<file path="src/rtl/ahb_apb_bridge_mp_if.sv">
// AHB-lite / APB signal bundle for the parametrised bridge.
// slave: the bridge's view (AHB slave, APB master side driven by the bridge).
// master: the surrounding system's view (AHB master plus APB peripherals).
interface ahb_apb_bridge_mp_if #(
  parameter int unsigned ADDR_W  = 32,
  parameter int unsigned DATA_W  = 32,
  parameter int unsigned NUM_SLV = 3
);
  // AHB side
  logic [1:0]         Htrans;
  logic               Hwrite;
  logic               Hreadyin;
  logic [ADDR_W-1:0]  Haddr;
  logic [DATA_W-1:0]  Hwdata;
  logic               Hreadyout;
  logic [1:0]         Hresp;
  logic [DATA_W-1:0]  Hrdata;
  // APB side
  logic [NUM_SLV-1:0] Pselx;
  logic               Penable;
  logic               Pwrite;
  logic [ADDR_W-1:0]  Paddr;
  logic [DATA_W-1:0]  Pwdata;
  logic [DATA_W-1:0]  Prdata;
  logic               Pready;
  logic               Pslverr;

  modport slave (
    input  Htrans, Hwrite, Hreadyin, Haddr, Hwdata, Prdata, Pready, Pslverr,
    output Hreadyout, Hresp, Hrdata, Pselx, Penable, Pwrite, Paddr, Pwdata
  );

  modport master (
    output Htrans, Hwrite, Hreadyin, Haddr, Hwdata, Prdata, Pready, Pslverr,
    input  Hreadyout, Hresp, Hrdata, Pselx, Penable, Pwrite, Paddr, Pwdata
  );
endinterface

</file>
<file path="src/rtl/ahb_apb_bridge_mp.sv">
// Parametrised AHB-lite to APB bridge with one-hot slave decode, APB wait
// states, slave-error forwarding, decode-miss ERROR and an APB wait timeout.
// Every output is decoded from registered state only.
module ahb_apb_bridge_mp #(
  parameter int unsigned       ADDR_W    = 32,
  parameter int unsigned       DATA_W    = 32,
  parameter int unsigned       NUM_SLV   = 3,
  parameter logic [ADDR_W-1:0] BASE_ADDR = ADDR_W'(32'h8000_0000),
  parameter int unsigned       SLOT_BITS = 24,
  parameter int unsigned       WAIT_MAX  = 16
) (
  input logic                Hclk,
  input logic                Hresetn,
  ahb_apb_bridge_mp_if.slave bus
);

  localparam int unsigned IDX_W   = (NUM_SLV <= 2) ? 1 : $clog2(NUM_SLV);
  localparam int unsigned REG_LSB = SLOT_BITS + IDX_W;
  localparam int unsigned CNT_W   = (WAIT_MAX == 0) ? 1 : $clog2(WAIT_MAX + 1);
  // Count value seen in the WAIT_MAX-th ACCESS cycle (counter starts at 0).
  localparam logic [CNT_W-1:0] CNT_LAST = CNT_W'((WAIT_MAX == 0) ? 0 : WAIT_MAX - 1);

  typedef enum logic [2:0] {
    StIdle,
    StWdata,
    StSetup,
    StAccess,
    StErr1,
    StErr2
  } state_e;

  state_e            state_q, state_d;
  logic [ADDR_W-1:0] paddr_q, paddr_d;
  logic              pwrite_q, pwrite_d;
  logic [DATA_W-1:0] pwdata_q, pwdata_d;
  logic [DATA_W-1:0] hrdata_q, hrdata_d;
  logic [IDX_W-1:0]  sel_q, sel_d;
  logic [CNT_W-1:0]  cnt_q, cnt_d;

  logic [IDX_W-1:0]  idx;
  logic              region_hit;
  logic              idx_ok;
  logic              accept;

  assign idx        = bus.Haddr[SLOT_BITS +: IDX_W];
  // When the slot index reaches the top address bit there are no region bits
  // left; both shifts then give zero and everything lands in the region.
  assign region_hit = (bus.Haddr >> REG_LSB) == (BASE_ADDR >> REG_LSB);
  assign idx_ok     = 32'(idx) < NUM_SLV;
  assign accept     = ((state_q == StIdle) || (state_q == StErr2)) &&
                      bus.Hreadyin && bus.Htrans[1];

  // Next-state and datapath register updates.
  always_comb begin
    state_d  = state_q;
    paddr_d  = paddr_q;
    pwrite_d = pwrite_q;
    pwdata_d = pwdata_q;
    hrdata_d = hrdata_q;
    sel_d    = sel_q;
    cnt_d    = cnt_q;
    unique case (state_q)
      StIdle, StErr2: begin
        state_d = StIdle;
        if (accept) begin
          paddr_d  = bus.Haddr;
          pwrite_d = bus.Hwrite;
          sel_d    = idx;
          if (!(region_hit && idx_ok)) begin
            state_d = StErr1;
          end else if (bus.Hwrite) begin
            state_d = StWdata;
          end else begin
            state_d = StSetup;
          end
        end
      end
      StWdata: begin
        pwdata_d = bus.Hwdata;
        state_d  = StSetup;
      end
      StSetup: begin
        cnt_d   = '0;
        state_d = StAccess;
      end
      StAccess: begin
        if (bus.Pready) begin
          if (bus.Pslverr) begin
            state_d = StErr1;
          end else begin
            state_d = StIdle;
            if (!pwrite_q) begin
              hrdata_d = bus.Prdata;
            end
          end
        end else if ((WAIT_MAX != 0) && (cnt_q == CNT_LAST)) begin
          state_d = StErr1;
        end else begin
          cnt_d = cnt_q + 1'b1;
        end
      end
      StErr1: begin
        state_d = StErr2;
      end
      default: begin
        state_d = StIdle;
      end
    endcase
  end

  // State and datapath registers.
  always_ff @(posedge Hclk or negedge Hresetn) begin
    if (!Hresetn) begin
      state_q  <= StIdle;
      paddr_q  <= '0;
      pwrite_q <= 1'b0;
      pwdata_q <= '0;
      hrdata_q <= '0;
      sel_q    <= '0;
      cnt_q    <= '0;
    end else begin
      state_q  <= state_d;
      paddr_q  <= paddr_d;
      pwrite_q <= pwrite_d;
      pwdata_q <= pwdata_d;
      hrdata_q <= hrdata_d;
      sel_q    <= sel_d;
      cnt_q    <= cnt_d;
    end
  end

  // Output decode from registered state.
  always_comb begin
    bus.Pselx = '0;
    if ((state_q == StSetup) || (state_q == StAccess)) begin
      for (int i = 0; i < int'(NUM_SLV); i++) begin
        bus.Pselx[i] = (sel_q == IDX_W'(i));
      end
    end
    bus.Penable   = (state_q == StAccess);
    bus.Hreadyout = (state_q == StIdle) || (state_q == StErr2);
    bus.Hresp     = ((state_q == StErr1) || (state_q == StErr2)) ? 2'b01 : 2'b00;
    bus.Pwrite    = pwrite_q;
    bus.Paddr     = paddr_q;
    bus.Pwdata    = pwdata_q;
    bus.Hrdata    = hrdata_q;
  end

endmodule

</file>
<file path="src/flat_wrapper.sv">
// flat-port wrapper written by rule: the top's interface ports become plain ports
module ahb_apb_bridge_mp_flat 
#(
  parameter int unsigned       ADDR_W    = 32,
  parameter int unsigned       DATA_W    = 32,
  parameter int unsigned       NUM_SLV   = 3,
  parameter logic [ADDR_W-1:0] BASE_ADDR = ADDR_W'(32'h8000_0000),
  parameter int unsigned       SLOT_BITS = 24,
  parameter int unsigned       WAIT_MAX  = 16
)
  (Hclk, Hresetn, bus_Htrans, bus_Hwrite, bus_Hreadyin, bus_Haddr, bus_Hwdata, bus_Prdata, bus_Pready, bus_Pslverr, bus_Hreadyout, bus_Hresp, bus_Hrdata, bus_Pselx, bus_Penable, bus_Pwrite, bus_Paddr, bus_Pwdata);
  ahb_apb_bridge_mp_if #(.ADDR_W(ADDR_W), .DATA_W(DATA_W), .NUM_SLV(NUM_SLV)) bus_i ();
  input logic Hclk;
  input logic Hresetn;
  input wire logic [$bits(bus_i.Htrans)-1:0] bus_Htrans;
  input wire logic [$bits(bus_i.Hwrite)-1:0] bus_Hwrite;
  input wire logic [$bits(bus_i.Hreadyin)-1:0] bus_Hreadyin;
  input wire logic [$bits(bus_i.Haddr)-1:0] bus_Haddr;
  input wire logic [$bits(bus_i.Hwdata)-1:0] bus_Hwdata;
  input wire logic [$bits(bus_i.Prdata)-1:0] bus_Prdata;
  input wire logic [$bits(bus_i.Pready)-1:0] bus_Pready;
  input wire logic [$bits(bus_i.Pslverr)-1:0] bus_Pslverr;
  output wire logic [$bits(bus_i.Hreadyout)-1:0] bus_Hreadyout;
  output wire logic [$bits(bus_i.Hresp)-1:0] bus_Hresp;
  output wire logic [$bits(bus_i.Hrdata)-1:0] bus_Hrdata;
  output wire logic [$bits(bus_i.Pselx)-1:0] bus_Pselx;
  output wire logic [$bits(bus_i.Penable)-1:0] bus_Penable;
  output wire logic [$bits(bus_i.Pwrite)-1:0] bus_Pwrite;
  output wire logic [$bits(bus_i.Paddr)-1:0] bus_Paddr;
  output wire logic [$bits(bus_i.Pwdata)-1:0] bus_Pwdata;
  assign bus_i.Htrans = bus_Htrans;
  assign bus_i.Hwrite = bus_Hwrite;
  assign bus_i.Hreadyin = bus_Hreadyin;
  assign bus_i.Haddr = bus_Haddr;
  assign bus_i.Hwdata = bus_Hwdata;
  assign bus_i.Prdata = bus_Prdata;
  assign bus_i.Pready = bus_Pready;
  assign bus_i.Pslverr = bus_Pslverr;
  assign bus_Hreadyout = bus_i.Hreadyout;
  assign bus_Hresp = bus_i.Hresp;
  assign bus_Hrdata = bus_i.Hrdata;
  assign bus_Pselx = bus_i.Pselx;
  assign bus_Penable = bus_i.Penable;
  assign bus_Pwrite = bus_i.Pwrite;
  assign bus_Paddr = bus_i.Paddr;
  assign bus_Pwdata = bus_i.Pwdata;
  ahb_apb_bridge_mp #(.ADDR_W(ADDR_W), .DATA_W(DATA_W), .NUM_SLV(NUM_SLV), .BASE_ADDR(BASE_ADDR), .SLOT_BITS(SLOT_BITS), .WAIT_MAX(WAIT_MAX)) u_core (.Hclk(Hclk), .Hresetn(Hresetn), .bus(bus_i));
endmodule
</file>
<file path="config.mk">
export PLATFORM = sky130hd
export DESIGN_NAME = ahb_apb_bridge_mp_flat
export DESIGN_NICKNAME = d
export VERILOG_FILES = /design/src/rtl/ahb_apb_bridge_mp_if.sv /design/src/rtl/ahb_apb_bridge_mp.sv /design/src/flat_wrapper.sv
export SDC_FILE = /design/constraint.sdc
export NUM_CORES = 1
export LEC_CHECK = 0
export BUFFER_PORTS_ARGS = -buffer_cell sky130_fd_sc_hd__buf_2
export CORE_MARGIN = 3
export CORE_UTILIZATION = 45
export CTS_CLUSTER_SIZE = 16
export DETAILED_ROUTE_END_ITERATION = 8
export MAX_ROUTING_LAYER = met4
export PLACE_DENSITY_LB_ADDON = 0.08
export SLEW_MARGIN = 25
export SYNTH_ARGS = -nofsm -noshare
export SYNTH_HDL_FRONTEND = slang
export SYNTH_SLANG_ARGS = --single-unit
export TNS_END_PERCENT = 1
</file>
<file path="constraint.sdc">
create_clock -name Hclk -period 2.25 [get_ports Hclk]
set_input_delay 0.225 -clock Hclk [delete_from_list [all_inputs] [get_ports Hclk]]
set_output_delay 0.225 -clock Hclk [all_outputs]
set_load 0.03 [all_outputs]
</file>
# Word-level counts from Yosys, hierarchy flattened
# Index checks and enable logic that the tools add are counted.
# Widths: inputs -> output; s select.
# word_totals
reg_bits	107
latchBits	0
ramBits	0
rom_bits	0
in_bits	104
output_inout_bits	104
word_cells	48
n_memories	0
# op_classes
addsub	1
mul	0
div	0
order_cmp	1
n_eq_ne	12
n_shift	0
mux	12
bitwise	2
n_reduce_logical	13
# ops
op	count
$mux 3	6
$pmux 3 s5	1
$mux 5	2
$pmux 5 s2	1
$eq 3x2->1 const B	2
$eq 3x3->1 const B	2
$eq 6x6->1 const B	1
$add 5x1->5 const B	1
$eq 5x4->1 const B	1
$ne 2x2->1 const B	2
$reduce_and 4->1	1
$eq 3x1->1 const B	1
$logic_and 1x1->1	3
$logic_not 3->1	1
$logic_or 1x1->1	3
$ne 3x2->1 const B	1
$reduce_and 3->1	1
$eq 2x1->1 const B	1
$eq 2x2->1 const B	1
$logic_not 2->1	1
$lt 2x2->1 const B	1
$mux 2	1
$not 1->1	2
$reduce_and 2->1	1
other kinds (3)	3

# Logic depth before layout (Yosys ltp)
# logic_depth
ltp_word	6
mapped_depth	7
mapped_depth_nobuf	7

# Least setup slack after synthesis
# Ideal clock, no wire load.
# synth_path
path_type	reg-to-reg
start	register u_core.cnt_q[0]
end	register u_core.cnt_q[3]
setup_ns	0.069
t_arrival_ns	1.815
required_time_ns	2.181
slack_ns	0.366
path_stages_with_launch	8
path_buffers	0
period_less_slack_ns	1.884
cell_sequence	dfrtp_1 -> ha_1 -> and3_1 -> ha_1 -> nor2_1 -> nand4_1 -> or4b_1 -> nand3_1
# synth_between
elab_chain_len	4
elab_cells_between_ends	7
cone_classes	add/sub: 1; eq/ne: 2; mux: 3; reduce/logical: 1
# synth_rtl
element	line	source
from (decl)	ahb_apb_bridge_mp.sv:38	logic [CNT_W-1:0] cnt_q, cnt_d;
from (signal assigned)	ahb_apb_bridge_mp.sv:128	cnt_q <= cnt_d;
$add 5x1->5	ahb_apb_bridge_mp.sv:99	cnt_d = cnt_q + 1'b1;
$mux 5	ahb_apb_bridge_mp.sv:96	end else if ((WAIT_MAX != 0) && (cnt_q == CNT_LAST)) begin
$mux 5	ahb_apb_bridge_mp.sv:87	if (bus.Pready) begin
$pmux 5 s2	ahb_apb_bridge_mp.sv:62	unique case (state_q)
# Several ways; a longest one is shown, not always the timed one. The select of a mux whose other input is x is not followed.
# A chain may end at the register's enable or synchronous reset.

# Worst setup path after layout
# layout_path
start	register u_core.state_q[2]
end	output port bus_Pselx[1]
# layout_between
elab_chain_len	3
elab_cells_between_ends	4
cone_classes	eq/ne: 2; mux: 1; reduce/logical: 1
# layout_rtl
element	line	source
from (decl)	ahb_apb_bridge_mp.sv:32	state_e state_q, state_d;
from (signal assigned)	ahb_apb_bridge_mp.sv:114	state_q <= StIdle;
from (signal assigned)	ahb_apb_bridge_mp.sv:122	state_q <= state_d;
$eq 3x2->1	ahb_apb_bridge_mp.sv:135	if ((state_q == StSetup) || (state_q == StAccess)) begin
$logic_or 1x1->1 *	ahb_apb_bridge_mp.sv:135	
$mux 3 *	ahb_apb_bridge_mp.sv:135	
to (decl)	flat_wrapper.sv:26	output wire logic [$bits(bus_i.Pselx)-1:0] bus_Pselx;
# Mark *: on every way between the ends. The rest lies on a longest branch, timed or not.

==> results.yml <==
worst_setup_path:
  cp_slowest_stage_delay_ps: 530
  crit_slowest_cell: "dfrtp_1"
  cp_data_required_time_ps: 2030
  crit_path_end_kind: "output port"
  cp_max_fo: 11
  startpoint_type: "flip-flop"
  cp_cell_sequence: "nand2b_1, nor3b_1, buf_2"
  critical_path_class: "flip-flop to output port"
  crit_arrival_ps: 1820
placed_design:
  io_buffers: 205
  place_area_mm2: 0.00540
  gp_congestion: 0.820
  place_ws_ps: 256
  detailed_place_hpwl_mm: 7.14
floorplan:
  die-area_mm2: 0.0107
  core_mm2: 0.00893
  initial_core_util_pct: 47.6
  pin_count: 208
  fp.dieH_um: 103
  rows: 34
  die_w_um: 103
global_route:
  grt_max_degree: 41
  grt_pass1_vias: 2902
  globalRoute.totalOverflow: 0
  grt_pass1_wl_mm: 13.9
  track_usage_pct: 17.4
  antenna_found_initial: 0
cts:
  clkSinkCount: 105
  cts_resized: 0
  worstSkewPairLatency_ps: 350
  cts.root.buffer_cell: "clkbuf_8"
  h-tree-depth: 3
  cts_tree: "yes"
  cts.clk_slew.worst_paths_ps: 90
  cts_inserted_buffers: 9
  clockBufferDepth: 2
cells_and_area:
  syn2layout_area_growth_pct: 32.1
  n_antenna_cell: 0
  layout.nets: 589
  multi_input_area_mm2: 0.00150
  seq_area_mm2: 0.00263
  fillers: 716
  final_cell_area_mm2: 0.00562
  final_layout_size_suffix_gt1_share_pct: 67.6
route:
  routedWlPerCell_um: 15.6
  antenna_left: 0
  drcViolationCount: 0
  routed_via_density: 4.89
  routed_wirelength_mm: 9.28
  drtIter0Drc: 54
  drtPass1Iterations: 4
  num_vias: 2907
sta:
  fin_ws_ps: 209
  fin_hold_ws_ps: 95.4
  period_needed_ps: 2040
  rsz0062_at_grt: "false"
  hold_violations: 0
  clock.fmax_ghz: 0.490
  setup_viol: 0
  slew_violations: 0
  fin_setup_tns_ps: 0
  period_share_pct: 90.7
  clock-skew-final_ps: 8.82
min_path:
  min_path_type: "input port to flip-flop"
synth:
  yosysSeqAreaShare_pct: 61.8
  synthArstFlopShare_pct: 100
  synth_edf_count: 0
  syn_nets: 379
  avgSynthCellArea_um2: 15.6
  yosysWarnings: 0
  ys_seq_elements: 105
  synth_cell_type_count: 38
  syn_area_mm2: 0.00425
  syn_inst: 273
  yosys_most_used_dff: "dfrtp_1"
power_and_ir_drop:
  leakage_uw: 0.00287
  p_int_uw: 5200
  clkPwrFrac_pct: 13.4
  irDropWorstVdd_mv: 0.834
  power_frac_seq_pct: 35.9
  power.total_uw: 9220
  p_sw_share_pct: 43.7
  pwr-share-comb_pct: 50.7
  pwr_density_cell_mw_per_mm2: 1640
  p_switching_uw: 4030
status:
  outcome: "finished, final reports clean"
run:
  drv_cap: 0
## placed cells by master (no fill, tap or decap), drive strengths merged, types with 2 or more instances in the layout
master	Yosys	final
clkinv	0	2
bufinv	0	2
ha	2	2
nand4b	2	2
nand3	3	3
dfrtp	105	105
nand2	9	9
nor2	4	4
nor3b	3	3
inv	3	3
clkbuf	1	10
nand2b	2	2
a21oi	2	2
a22o	4	4
o21ai	4	4
buf	14	213
mux2	97	97
nor3	2	2
## timing repair
item	CTS	global route
buffers inserted	0	0
hold buffers	1	0
endpoints found under the hold margin	35	0
## synth_stat cells, drive strengths merged, types with 2 or more instances
cell | count | area (µm²)
nand2 | 9 | 33.8
dfrtp | 105 | 2630
nor3b | 3 | 27.5
nand3 | 3 | 15.0
mux2 | 97 | 1120
a21oi | 2 | 10.0
nor2 | 4 | 15.0
inv | 3 | 11.3
a22o | 4 | 35.0
ha | 2 | 25.0
nor3 | 2 | 21.3
o21ai | 4 | 20.0
nand4b | 2 | 23.8
buf | 14 | 119
nand2b | 2 | 12.5
## per-layer routing
layer / wire [µm] / GRT usage, % / vias up
met5: 0 / - / -
met4: 117 / 6.18 / 0
met3: 802 / 4.36 / 12
met2: 4610 / 28.5 / 127
met1: 3750 / 21.0 / 1387
li1: - / - / 1381
## registers in the layout (all words and copies together) (netlist names)
| signal | count |
|---|---|
| u_core.bus.Hrdata | 32 |
| u_core.bus.Paddr | 31 |
| u_core.bus.Pwdata | 32 |
| u_core.bus.Pwrite | 1 |
| u_core.cnt_q | 5 |
| u_core.sel_q | 1 |
| u_core.state_q | 3 |
## critical path: cells and delay by family (launching register included)
kind,cells,cell delay (ps)
AND/OR/NAND/NOR,2,710
flip-flops,1,530
buffers and inverters,1,230
## layout make-up
type | instances | share of cell area [%]
Sequential cell | 105 | 46.8
Inverter | 3 | 0.200
Clock inverter | 5 | 1.45
Multi-Input combinational cell | 150 | 26.7
Timing Repair Buffer | 214 | 20.2
Tap cell | 108 | 2.41
Clock buffer | 10 | 2.27
## power by group through the flow
stage	Clock, µW	Sequential [µW]	Combinational (µW)
after global routing	1350	3440	4970
after detailed placement	0	3350	4740
after global placement	0	3300	4670
after CTS	1280	3330	4740
after floorplan	0	5040	1640
final	1240	3320	4670
## per-stage QoR
step / instances / utilization, %
2_1_floorplan: 273 / -
3_3_place_gp: 579 / 60.4
3_5_place_dp: 579 / 60.4
4_1_cts: 595 / 62.9
5_1_grt: 595 / 62.9
6_report: 595 / 62.9
## worst paths after layout
path | from | to | slack [ps] | depth (start not counted)
worst max-delay path | u_core.state_q[2] | bus_Pselx[1] | 210 | 3
worst min-delay path | bus_Hwrite | u_core.state_q[1] | 100 | 2
worst max register to register | u_core.cnt_q[0] | u_core.cnt_q[3] | 240 | 7
worst min register to register | u_core.bus.Hrdata[0] | u_core.bus.Hrdata[0] | 500 | 1
max in group asynchronous | Hresetn | u_core.bus.Pwdata[18] | 1230 | 3
min in group asynchronous | Hresetn | u_core.bus.Hrdata[2] | 370 | 2
## cells by family after synthesis
logic type / count (synthesis) / synth area share [%]
multiplexers: 97 / 26.3
other: 1 / 0.0882
AND/OR/NAND/NOR: 33 / 4.80
XOR/XNOR: 1 / 0.647
AO/OA/AOI/OAI: 16 / 2.65
adder cells (fa/ha/maj): 2 / 0.588
buffers and inverters: 18 / 3.15
flip-flops: 105 / 61.8
No activity file was read; power rests on OpenSTA's default activity.
